File: src/rtl/sao_pkg.sv
// sao_pkg: shared encodings, rate constants and FSM states for the SAO RDO scheduler.
package sao_pkg;
   localparam logic [2:0] SAO_OFF = 3'd0;
   localparam logic [2:0] SAO_EO0 = 3'd1;
   localparam logic [2:0] SAO_EO1 = 3'd2;
   localparam logic [2:0] SAO_EO2 = 3'd3;
   localparam logic [2:0] SAO_EO3 = 3'd4;
   localparam logic [2:0] SAO_BO  = 3'd5;
   localparam logic [1:0] SAO_MODE_OFF = 2'd0;
   localparam logic [1:0] SAO_MODE_NEW = 2'd1;
   localparam int OFFSET_MAX = 7;
   localparam int EO_RATE = 2;
   localparam int BO_RATE = 5;
   typedef logic [2:0] state_t;
   localparam state_t S_IDLE = 3'd0;
   localparam state_t S_LOAD = 3'd1;
   localparam state_t S_DIV  = 3'd2;
   localparam state_t S_ACC  = 3'd3;
   localparam state_t S_BOW  = 3'd4;
   localparam state_t S_DEC  = 3'd5;
endpackage

File: src/rtl/sao_offset_div.sv
// sao_offset_div: restoring divider giving sign(s)*floor((2|s|+n)/(2n)) saturated to +-OFFSET_MAX; 0 when n==0.
module sao_offset_div import sao_pkg::*; #(
   parameter int SW = 14,
   parameter int NW = 10,
   parameter int OL = 4
) (
   input  logic                 clk,
   input  logic                 arst_n,
   input  logic                 start,
   input  logic signed [SW-1:0] s,
   input  logic [NW-1:0]        n,
   output logic                 valid,
   output logic signed [OL-1:0] q
);
   localparam int RW = SW + 3;
   logic [RW-1:0] r, dv, num0, d8;
   logic [SW-1:0] a;
   logic [3:0] qq;
   logic [2:0] mag;
   logic [1:0] cnt;
   logic neg, nz, run, ge3, ge;
   // bit 3 is resolved on the start edge; it flags a quotient >= 8, i.e. saturation
   always_comb begin
      a = s[SW-1] ? SW'(-s) : SW'(s);
      num0 = RW'({a, 1'b0}) + RW'(n);
      d8 = RW'({n, 4'b0});
      ge3 = num0 >= d8;
      ge = r >= dv;
      mag = qq[3] ? 3'(OFFSET_MAX) : qq[2:0];
      q = !nz ? '0 : neg ? -OL'({1'b0, mag}) : OL'({1'b0, mag});
   end
   always_ff @(posedge clk or negedge arst_n) begin
      if (!arst_n) begin
         r <= '0;
         dv <= '0;
         qq <= '0;
         cnt <= '0;
         neg <= 1'b0;
         nz <= 1'b0;
         run <= 1'b0;
         valid <= 1'b0;
      end else begin
         valid <= 1'b0;
         if (start) begin
            r <= ge3 ? num0 - d8 : num0;
            dv <= RW'({n, 3'b0});
            qq <= {3'b0, ge3};
            cnt <= 2'd2;
            neg <= s[SW-1];
            nz <= |n;
            run <= 1'b1;
         end else if (run) begin
            r <= ge ? r - dv : r;
            dv <= dv >> 1;
            qq <= {qq[2:0], ge};
            cnt <= cnt - 2'd1;
            if (cnt == 2'd0) begin
               run <= 1'b0;
               valid <= 1'b1;
            end
         end
      end
   end
endmodule

File: src/rtl/sao_rdo_sched.sv
// sao_rdo_sched: per-CTU SAO RDO decision (OFF / EO class / BO window).
// SAO_EARLY_TERM_EN: entries with n==0 finish in their LOAD cycle instead of LOAD/DIV/ACC.
module sao_rdo_sched import sao_pkg::*; #(
   parameter int DIFF_CLIP_BIT = 4,
   parameter int NUM_ACCU_LEN  = 9,
   parameter int N_EO_TYPE     = 4,
   parameter int N_CATEGORY    = 4,
   parameter int N_CATEGORY_BO = 8,
   parameter int OFFSET_LEN    = 4,
   parameter int COST_LEN      = 24
) (
   input  logic clk,
   input  logic arst_n,
   input  logic start,
   input  logic [1:0] comp_idx,
   input  logic [2:0][NUM_ACCU_LEN-1:0] lamda,
   input  logic [N_EO_TYPE-1:0][N_CATEGORY-1:0][NUM_ACCU_LEN+DIFF_CLIP_BIT:0] sum_eo,
   input  logic [N_EO_TYPE-1:0][N_CATEGORY-1:0][NUM_ACCU_LEN:0] num_eo,
   input  logic [N_CATEGORY_BO-1:0][NUM_ACCU_LEN+DIFF_CLIP_BIT:0] sum_bo,
   input  logic [N_CATEGORY_BO-1:0][NUM_ACCU_LEN:0] num_bo,
   output logic busy,
   output logic done,
   output logic [2:0] sao_type,
   output logic [1:0] sao_mode,
   output logic [N_CATEGORY-1:0][OFFSET_LEN-1:0] offset,
   output logic [4:0] type_aux,
   output logic signed [COST_LEN-1:0] best_cost
);
   localparam int SW = NUM_ACCU_LEN + DIFF_CLIP_BIT + 1;
   localparam int NW = NUM_ACCU_LEN + 1;
   localparam int OL = OFFSET_LEN;
   localparam int CW = COST_LEN;
   localparam int NE = N_EO_TYPE * N_CATEGORY + N_CATEGORY_BO;
   state_t state;
   logic [4:0] e;
   logic [2:0] w, btype, baux, eo_type, abs_o;
   logic [NUM_ACCU_LEN-1:0] lam;
   logic signed [SW-1:0] s_sel;
   logic [NW-1:0] n_sel;
   logic signed [OL-1:0] dq, q_eff, o;
   logic signed [CW-1:0] dn, ds, dov, da, lam_c, jd, jc, base, best, cand_eo, cand_bo;
   logic [2:0][OL-1:0] cur;
   logic [N_CATEGORY-1:0][OL-1:0] boff;
   logic [N_CATEGORY_BO-1:0][OL-1:0] bo_o;
   logic signed [CW-1:0] bo_j [N_CATEGORY_BO];
   logic skip, div_go, div_valid, acc, last;
`ifdef SAO_EARLY_TERM_EN
   assign skip = (state == S_LOAD) && (n_sel == '0);
`else
   assign skip = 1'b0;
`endif
   assign busy = state != S_IDLE;
   // jd already folds in the lambda*|o| rate term, so class and window costs are plain sums
   always_comb begin
      lam = (comp_idx == 2'd3) ? '0 : lamda[comp_idx];
      s_sel = e[4] ? $signed(sum_bo[e[2:0]]) : $signed(sum_eo[e[3:2]][e[1:0]]);
      n_sel = e[4] ? num_bo[e[2:0]] : num_eo[e[3:2]][e[1:0]];
      q_eff = (n_sel == '0) ? '0 : dq;
      o = e[4] ? q_eff : e[1] ? (q_eff[OL-1] ? q_eff : '0) : (q_eff[OL-1] ? '0 : q_eff);
      abs_o = o[OL-1] ? 3'(-o) : 3'(o);
      dn = CW'(n_sel);
      ds = CW'(s_sel);
      dov = CW'(o);
      da = CW'(abs_o);
      lam_c = CW'(lam);
      jd = dn * dov * dov - ((dov * ds) <<< 1) + lam_c * da;
      base = (e[1:0] == 2'd0) ? lam_c * CW'(EO_RATE) : jc;
      cand_eo = base + jd;
      cand_bo = bo_j[w] + bo_j[w + 3'd1] + bo_j[w + 3'd2] + bo_j[w + 3'd3] + lam_c * CW'(BO_RATE);
      eo_type = (e[3:2] == 2'd0) ? SAO_EO0 : (e[3:2] == 2'd1) ? SAO_EO1 : (e[3:2] == 2'd2) ? SAO_EO2 : SAO_EO3;
      last = e == 5'(NE - 1);
      div_go = (state == S_LOAD) && !skip;
      acc = (state == S_ACC) || skip;
   end
   sao_offset_div #(.SW(SW), .NW(NW), .OL(OL)) u_div (
      .clk(clk), .arst_n(arst_n), .start(div_go), .s(s_sel), .n(n_sel), .valid(div_valid), .q(dq)
   );
   // strict < keeps the earlier candidate on ties: OFF, then EO0..EO3, then BO by window
   always_ff @(posedge clk or negedge arst_n) begin
      if (!arst_n) begin
         state <= S_IDLE;
         e <= '0;
         w <= '0;
         jc <= '0;
         best <= '0;
         btype <= SAO_OFF;
         baux <= '0;
         cur <= '0;
         boff <= '0;
         bo_o <= '0;
         for (int i = 0; i < N_CATEGORY_BO; i++) bo_j[i] <= '0;
         done <= 1'b0;
         sao_type <= SAO_OFF;
         sao_mode <= SAO_MODE_OFF;
         offset <= '0;
         type_aux <= '0;
         best_cost <= '0;
      end else begin
         done <= 1'b0;
         case (state)
            S_IDLE: if (start) begin
               state <= S_LOAD;
               e <= '0;
               best <= '0;
               btype <= SAO_OFF;
               baux <= '0;
               boff <= '0;
            end
            S_LOAD: if (!skip) state <= S_DIV;
            S_DIV: if (div_valid) state <= S_ACC;
            S_BOW: begin
               if (cand_bo < best) begin
                  best <= cand_bo;
                  btype <= SAO_BO;
                  baux <= w;
                  boff <= {bo_o[w + 3'd3], bo_o[w + 3'd2], bo_o[w + 3'd1], bo_o[w]};
               end
               w <= w + 3'd1;
               if (w == 3'd4) state <= S_DEC;
            end
            S_DEC: begin
               sao_type <= btype;
               sao_mode <= (btype == SAO_OFF) ? SAO_MODE_OFF : SAO_MODE_NEW;
               offset <= boff;
               type_aux <= {2'b0, baux};
               best_cost <= best;
               done <= 1'b1;
               state <= S_IDLE;
            end
            default: state <= S_IDLE;
         endcase
         if (acc) begin
            if (e[4]) begin
               bo_j[e[2:0]] <= jd;
               bo_o[e[2:0]] <= o;
            end else begin
               if (e[1:0] != 2'd3) cur[e[1:0]] <= o;
               jc <= cand_eo;
               if (e[1:0] == 2'd3 && cand_eo < best) begin
                  best <= cand_eo;
                  btype <= eo_type;
                  baux <= '0;
                  boff <= {o, cur};
               end
            end
            e <= e + 5'd1;
            w <= '0;
            state <= last ? S_BOW : S_LOAD;
         end
      end
   end
endmodule
File: config.mk
export PLATFORM = sky130hd
export DESIGN_NAME = sao_rdo_sched
export DESIGN_NICKNAME = d
export VERILOG_FILES = /design/src/rtl/sao_pkg.sv /design/src/rtl/sao_offset_div.sv /design/src/rtl/sao_rdo_sched.sv
export SDC_FILE = /design/constraint.sdc
export NUM_CORES = 2
export LEC_CHECK = 0
export ABC_AREA = 1
export CELL_PAD_IN_SITES_DETAIL_PLACEMENT = 1
export CELL_PAD_IN_SITES_GLOBAL_PLACEMENT = 1
export CORE_ASPECT_RATIO = 1.5
export CORE_MARGIN = 3
export CORE_UTILIZATION = 42
export DETAILED_ROUTE_END_ITERATION = 10
export GPL_ROUTABILITY_DRIVEN = 0
export MAX_ROUTING_LAYER = met4
export PLACE_DENSITY = 0.93
export SLEW_MARGIN = 20
export SYNTH_ARGS = -nofsm -noshare
export SYNTH_HDL_FRONTEND = slang
export SYNTH_SLANG_ARGS = --single-unit
File: constraint.sdc
create_clock -name clk -period 31.9 [get_ports clk]
set_input_delay 7.975 -clock clk [delete_from_list [all_inputs] [get_ports clk]]
set_output_delay 7.975 -clock clk [all_outputs]
set_load 0.02 [all_outputs]
Word-level counts from Yosys, hierarchy flattened
Cells that the tools add are included.
{"block": "op_classes", "addsub": 18, "mul": 5, "n_lt_le_gt_ge": 20, "n_eq_ne": 15, "mux": 113, "n_bitwise": 6, "reduce_logical": 23}
{"cell": "$mux 24", "count": 15}
{"cell": "$bmux 24 s3", "count": 4}
{"cell": "$bwmux 192", "count": 1}
{"cell": "$bmux 56 s2", "count": 1}
{"cell": "$mux 17", "count": 6}
{"cell": "$bmux 40 s2", "count": 1}
{"cell": "$mux 16", "count": 5}
{"cell": "$add 24x24->24", "count": 3}
{"cell": "$demux 24 s3", "count": 1}
{"cell": "$mux 3", "count": 23}
{"cell": "$mux 14", "count": 4}
{"cell": "$mux 4", "count": 14}
{"cell": "$mux 56", "count": 1}
{"cell": "$bmux 4 s3", "count": 4}
{"cell": "$lt 24x24->1", "count": 2}
{"cell": "$pmux 24 s2", "count": 1}
{"cell": "$bmux 14 s3", "count": 1}
{"cell": "$mux 40", "count": 1}
{"cell": "$bwmux 32", "count": 1}
{"cell": "$pmux 16 s2", "count": 1}
{"cell": "$bmux 10 s3", "count": 1}
{"cell": "$mux 10", "count": 3}
{"cell": "$bmux 14 s2", "count": 1}
{"cell": "$add 24x13->24", "count": 1}
{"cell": "57 further kinds", "count": 104}
{"block": "totals", "register_bits": 410, "inputBits": 608}

Longest topological paths before layout
{"block": "depth", "ltp_word": 20, "mapped_depth": 78, "mapped_depth_nobuf": 75}

By module
From an unflattened synthesis, not the netlist that was laid out.
{"block": "hier_totals", "hier_cells": 5889, "area_unflattened_um2": 39828.2}
{"mod": "sao_rdo_sched", "n_inst": 1, "cells_each": 5276, "area_each_um2": 35720.5, "seq_area_each_um2": 8533.2}
{"mod": "sao_offset_div", "n_inst": 1, "cells_each": 613, "area_each_um2": 4107.7, "seq_area_each_um2": 1001.0}

Worst setup path after synthesis
OpenSTA, ideal clock, no wires.
{"block": "synth_path", "path_kind": "input port to flip-flop", "startpoint": "input port num_bo[78] (netlist bit)", "endpoint": "register best[11]", "setup_ns": 0.137, "t_arrival_ns": 19.314, "t_required_ns": 31.763, "slack_ns": 12.449, "stages": 63, "path_cell_list": "a22oi_1 > nand3_1 > o31ai_1 > and3_1 > clkbuf_1 > nand3_1 > nor2_1 > nand2_2 > nand2_2 > nand2_2 > nand3_4 > nand2_2 > inv_2 > nand2_1 > fa_1 > fa_1 > inv_1 > fa_1 > [... 27 more ...] > nand3_1 > nand3_1 > nand3_1 > nand3_1 > nand3_1 > nand2_1 > ha_1 > nand2_1 > inv_1 > nand3_1 > o211ai_1 > a21oi_1 > nand2_1 > or2_2 > nand3_1 > clkbuf_1 > buf_1 > a31oi_1"}
{"block": "synth_between", "elab_chain_cells": 18}
{"element": "start: declaration", "line": "sao_rdo_sched.sv:20", "rtl": "input logic [N_CATEGORY_BO-1:0][NUM_ACCU_LEN:0] num_bo,"}
{"element": "$bmux 10 s3 (*)", "line": "sao_rdo_sched.sv:57", "rtl": "n_sel = e[4] ? num_bo[e[2:0]] : num_eo[e[3:2]][e[1:0]];"}
{"element": "$mux 10 (not written as such) (*)", "line": "sao_rdo_sched.sv:57"}
{"element": "$mux 10 (*)", "line": "sao_rdo_sched.sv:57"}
{"element": "$logic_not 10->1", "line": "sao_rdo_sched.sv:58", "rtl": "q_eff = (n_sel == '0) ? '0 : dq;"}
{"element": "$mux 4", "line": "sao_rdo_sched.sv:58"}
{"element": "$mux 3 or $mux 4 (tied branches)", "line": "sao_rdo_sched.sv:59", "rtl": "o = e[4] ? q_eff : e[1] ? (q_eff[OL-1] ? q_eff : '0) : (q_eff[OL-1] ? '0 : q_eff);"}
{"element": "$mux 4 (2 in a row)", "line": "sao_rdo_sched.sv:59"}
{"element": "$mul 11x4->15 or $neg 3->3 (tied branches)", "line": "sao_rdo_sched.sv:66, sao_rdo_sched.sv:60"}
{"element": "[... 3 more ...]"}
{"element": "via jd[16]", "line": "sao_rdo_sched.sv:41", "rtl": "logic signed [CW-1:0] dn, ds, dov, da, lam_c, jd, jc, base, best, cand_eo, cand_bo;"}
{"element": "$add 24x21->24 (*)", "line": "sao_rdo_sched.sv:68", "rtl": "cand_eo = base + jd;"}
{"element": "via cand_eo[23]", "line": "sao_rdo_sched.sv:41"}
{"element": "$lt 24x24->1 (*)", "line": "sao_rdo_sched.sv:139", "rtl": "if (e[1:0] == 2'd3 && cand_eo < best) begin"}
{"element": "$logic_and 1x1->1 (*)", "line": "sao_rdo_sched.sv:139"}
{"element": "$mux 24 (*)", "line": "sao_rdo_sched.sv:139"}
{"element": "$mux 24 (*)", "line": "sao_rdo_sched.sv:133", "rtl": "if (e[4]) begin"}
{"element": "$mux 24 (*)", "line": "sao_rdo_sched.sv:132", "rtl": "if (acc) begin"}
{"element": "end signal: assignment", "line": "sao_rdo_sched.sv:113", "rtl": "best <= cand_bo;"}
{"element": "end signal: assignment", "line": "sao_rdo_sched.sv:140", "rtl": "best <= cand_eo;"}
{"element": "end: declaration", "line": "sao_rdo_sched.sv:41"}
Mark *: on every way through the listed nets, which the timed path passes. The rest lies on a longest branch. The select of a mux whose other input is x is not followed.
A chain may end at the register's enable or synchronous reset.

Final worst setup path
{"block": "layout_path", "startpoint": "input port num_eo[114] (netlist bit)", "endpoint": "register best[18]"}
{"block": "layout_between", "elab_chain_cells": 20}
{"element": "start: declaration", "line": "sao_rdo_sched.sv:18", "rtl": "input logic [N_EO_TYPE-1:0][N_CATEGORY-1:0][NUM_ACCU_LEN:0] num_eo,"}
{"element": "$bmux 40 s2 (*)", "line": "sao_rdo_sched.sv:57"}
{"element": "$mux 40 (not written as such) (*)", "line": "sao_rdo_sched.sv:57"}
{"element": "$bmux 10 s2 (*)", "line": "sao_rdo_sched.sv:57"}
{"element": "$mux 10 (not written as such) (*)", "line": "sao_rdo_sched.sv:57"}
{"element": "$mux 10 (*)", "line": "sao_rdo_sched.sv:57"}
{"element": "$logic_not 10->1", "line": "sao_rdo_sched.sv:58"}
{"element": "$mux 4", "line": "sao_rdo_sched.sv:58"}
{"element": "$mux 3 or $mux 4 (tied branches)", "line": "sao_rdo_sched.sv:59"}
{"element": "[... 6 more ...]"}
{"element": "via jd[18]", "line": "sao_rdo_sched.sv:41"}
{"element": "$add 24x21->24 (*)", "line": "sao_rdo_sched.sv:68"}
{"element": "via cand_eo[23]", "line": "sao_rdo_sched.sv:41"}
{"element": "$lt 24x24->1 (*)", "line": "sao_rdo_sched.sv:139"}
{"element": "$logic_and 1x1->1 (*)", "line": "sao_rdo_sched.sv:139"}
{"element": "$mux 24 (*)", "line": "sao_rdo_sched.sv:139"}
{"element": "$mux 24 (*)", "line": "sao_rdo_sched.sv:133"}
{"element": "$mux 24 (*)", "line": "sao_rdo_sched.sv:132"}
Marked as above.

==> run summary <==
Yosys
- FF+latch count, synth: 381
- total number of yosys warnings: 0
- average cell area after synthesis: 6.85 sq um
- number of synthesized flops with an enable pin: 0
- Mapped Cells: 5690
- cell area after technology mapping: 0.0389 sq mm
- Synth async-reset ratio: 1.00
- leading register cell type out of synthesis: sky130_fd_sc_hd__dfrtp_1
- proportion of synthesized chip area in sequential cells: 0.245
- Distinct cells, synth: 67

Routing
- count of vias placed by the detailed router: 45.9k
- remaining antenna violation count after routing: 0
- Post-Route M1 WL: 67400 um
- topmost layer with routed signal wires: met4
- Routed met3 length: 19100 um
- detailed-route DRC error count: 2
- DRT Pass-1 Iters: 9
- DRC marker count from the first detailed-route iteration: 4319
- via/cell ratio: 6.21
- metal2 WL: 95200 um
- Avg WL per Cell: 27.8 um
- final wirelength: 206000 um

Worst setup path
- worst-path cell with the longest stage delay: sky130_fd_sc_hd__o21ai_0
- Worst path depth: 68
- maximum fanout along the worst path: 44
- R2R cell count: 71
- worst setup path category: input pin to flip-flop
- slowest stage delay, CP: 1000 ps
- nature of the critical path endpoint: flip-flop
- data arrival time of the critical path: 24700 ps
- Worst Path Buf+Inv: 8
- cell family contributing the most delay on the critical path: adder cells
- Req. time, crit path: 32420 ps
- crit start category: input pin
- most frequent CP cell: sky130_fd_sc_hd__nand2_1

Clock tree
- CTS Root Cell: sky130_fd_sc_hd__clkbuf_16
- number of CTS-inserted buffers: 44
- cells resized by post-CTS repair: 0
- clk sink count: 381
- number of buffers on the longest clock path: 3
- hold bufs inserted after CTS: 0
- H-tree depth: 2
- clock latency on the worst-skew pair: 650 ps
- Post-CTS Setup Bufs: 0
- CTS tree: yes
- clock transition time at the flip-flop clock pins of the worst setup and hold paths: 80 ps

Floorplan
- Die Height: 379 um
- floorplan die width: 255 um
- effective utilization at floorplan: 0.424
- standard cell core area: 0.0919 sq mm
- die footprint: 0.0965 sq mm
- top-level I/O count: 660
- cell row count: 136

Global route
- number of global-route vias before repair: 49.2k
- global-route wire length before repair: 299000 um
- number of antenna violations at the first check in global routing: 45
- Overflow after GRT: 0
- maximum number of pins on one net before global-route repair: 230
- GRT Util Overall: 0.429

Final layout
- commonest non-fill, non-tap cell in the layout: sky130_fd_sc_hd__nand2_1
- ratio of cells with drive above 1 in the final layout: 0.0401
- Fillers: 11.8k
- Area Growth Syn to Fin: 22.7%
- net count of the finished layout: 7209
- commonest non-fill, non-tap cells in the layout: 1641 x sky130_fd_sc_hd__nand2_1, 695 x sky130_fd_sc_hd__o21ai_0, 655 x sky130_fd_sc_hd__clkdlybuf4s50_1, 517 x sky130_fd_sc_hd__inv_1, 472 x sky130_fd_sc_hd__nor2_1
- cell area after layout: 0.0478 sq mm

STA
- unrepaired setup endpoints after global routing: no
- highest attainable clock frequency: 41.3 MHz
- Slew headroom: 0.115
- final slew viol count: 0
- pin slew with the least headroom to its limit: 1310 ps
- Setup Skew: 34.8 ps
- total setup violations reported at the end of the flow: 0
- TNS Setup: 0 ps
- number of hold violations in the final report: 0
- final critical-path required period: 24190 ps
- post-route fraction of the period consumed by the critical path: 0.758

Outcome
- run status: finished with violations
- violated checks: DRC

Place
- number of buffers added on ports: 656
- DP HPWL: 150000 um
- Placed Area: 0.0461 sq mm

Flow run
- Maximum Capacitance Violations: 0

Worst hold path
- number of cells on the worst hold path: 2
- Hold Crit Class: flip-flop to flip-flop

==> final timing paths <==
path | to | startpoint | slack (ps)
min in group asynchronous | bo_j[152] | arst_n | 7420
max | best[18] | num_eo[114] | 7710
max reg2reg | best[18] | e[1] | 13730
min | offset[3] | offset[3] | 480
max in group asynchronous | best_cost[13] | arst_n | 22080
min reg2reg | offset[3] | offset[3] | 480
==> registers in the layout, indices dropped and copies added, names as in the netlist, 13 cells and up <==
signal	cells
best	24
best_cost	24
bo_j	168
bo_o	32
boff	16
jc	24
offset	16
u_div.dv	13
u_div.r	17
==> tightest hold or removal path, delay by kind of cell, from the launching register on <==
family,cells,cell delay (ps)
flops,1,350
simple gates,2,110
==> area by class of cell <==
class,count,area [sq um],area share
clock inverter,25,277,0.00579
inverter,558,2110,0.0441
clock buffer,57,1230,0.0258
sequential,381,9550,0.200
tap,1173,1470,0.0307
timing repair buffer,722,7080,0.148
antenna,43,108,0.00225
multi-input combinational,4439,26000,0.543
==> Yosys cell counts (all sizes together) (9+ instances only) <==
master     n  area (sq um)
a21o      11          82.6
a21oi    210          1050
a221oi    11          96.3
a22oi      9          67.6
a31oi     43           275
buf      137           768
clkbuf   177           667
dfrtp    381          9530
fa       176          3520
ha       279          3490
inv      551          2070
mux2i     35           350
nand2   1651          6230
nand3    296          1510
nand4     54           353
nor2     490          1870
nor3      20           105
o211ai    46           345
o21ai    776          3890
o21bai    12          93.8
o221ai    44           385
o22ai     53           332
or2       18           113
xnor2     52           455
xor2      79           692
==> layer usage <==
layer  up-vias  track usage
met3      1228        0.117
met5         -            -
met1     22400        0.419
li1      19600            -
met2      2738        0.681
met4         0        0.413
==> metrics by stage <==
step                       util  instances  hold WS (ps)  worst slack (ps)
after floorplan               -       5692           442             12450
after global placement    0.502       7273           459              9210
after detailed placement  0.502       7273           466              8580
after CTS                 0.519       7355           485              8750
after global routing      0.520       7397           516              7140
final                     0.520       7398           484              7710
==> cell families (layout without fill, tap and decap cells) <==
kind of cell	after synthesis	in the layout	share of synthesized area
DFF	381	381	0.245
AOI/OAI and AO/OA	1269	1269	0.181
other	1	46	0.0000963
xor gates and xnor gates	131	131	0.0295
buffers and inverters	872	1362	0.0908
adders and majority gates	455	455	0.180
muxes	35	35	0.00899
and+or+nand+nor	2546	2546	0.264
Power is left out: the tool's default activity adds up to more than one toggle a clock period on the data nets, which glitch-free logic cannot reach.
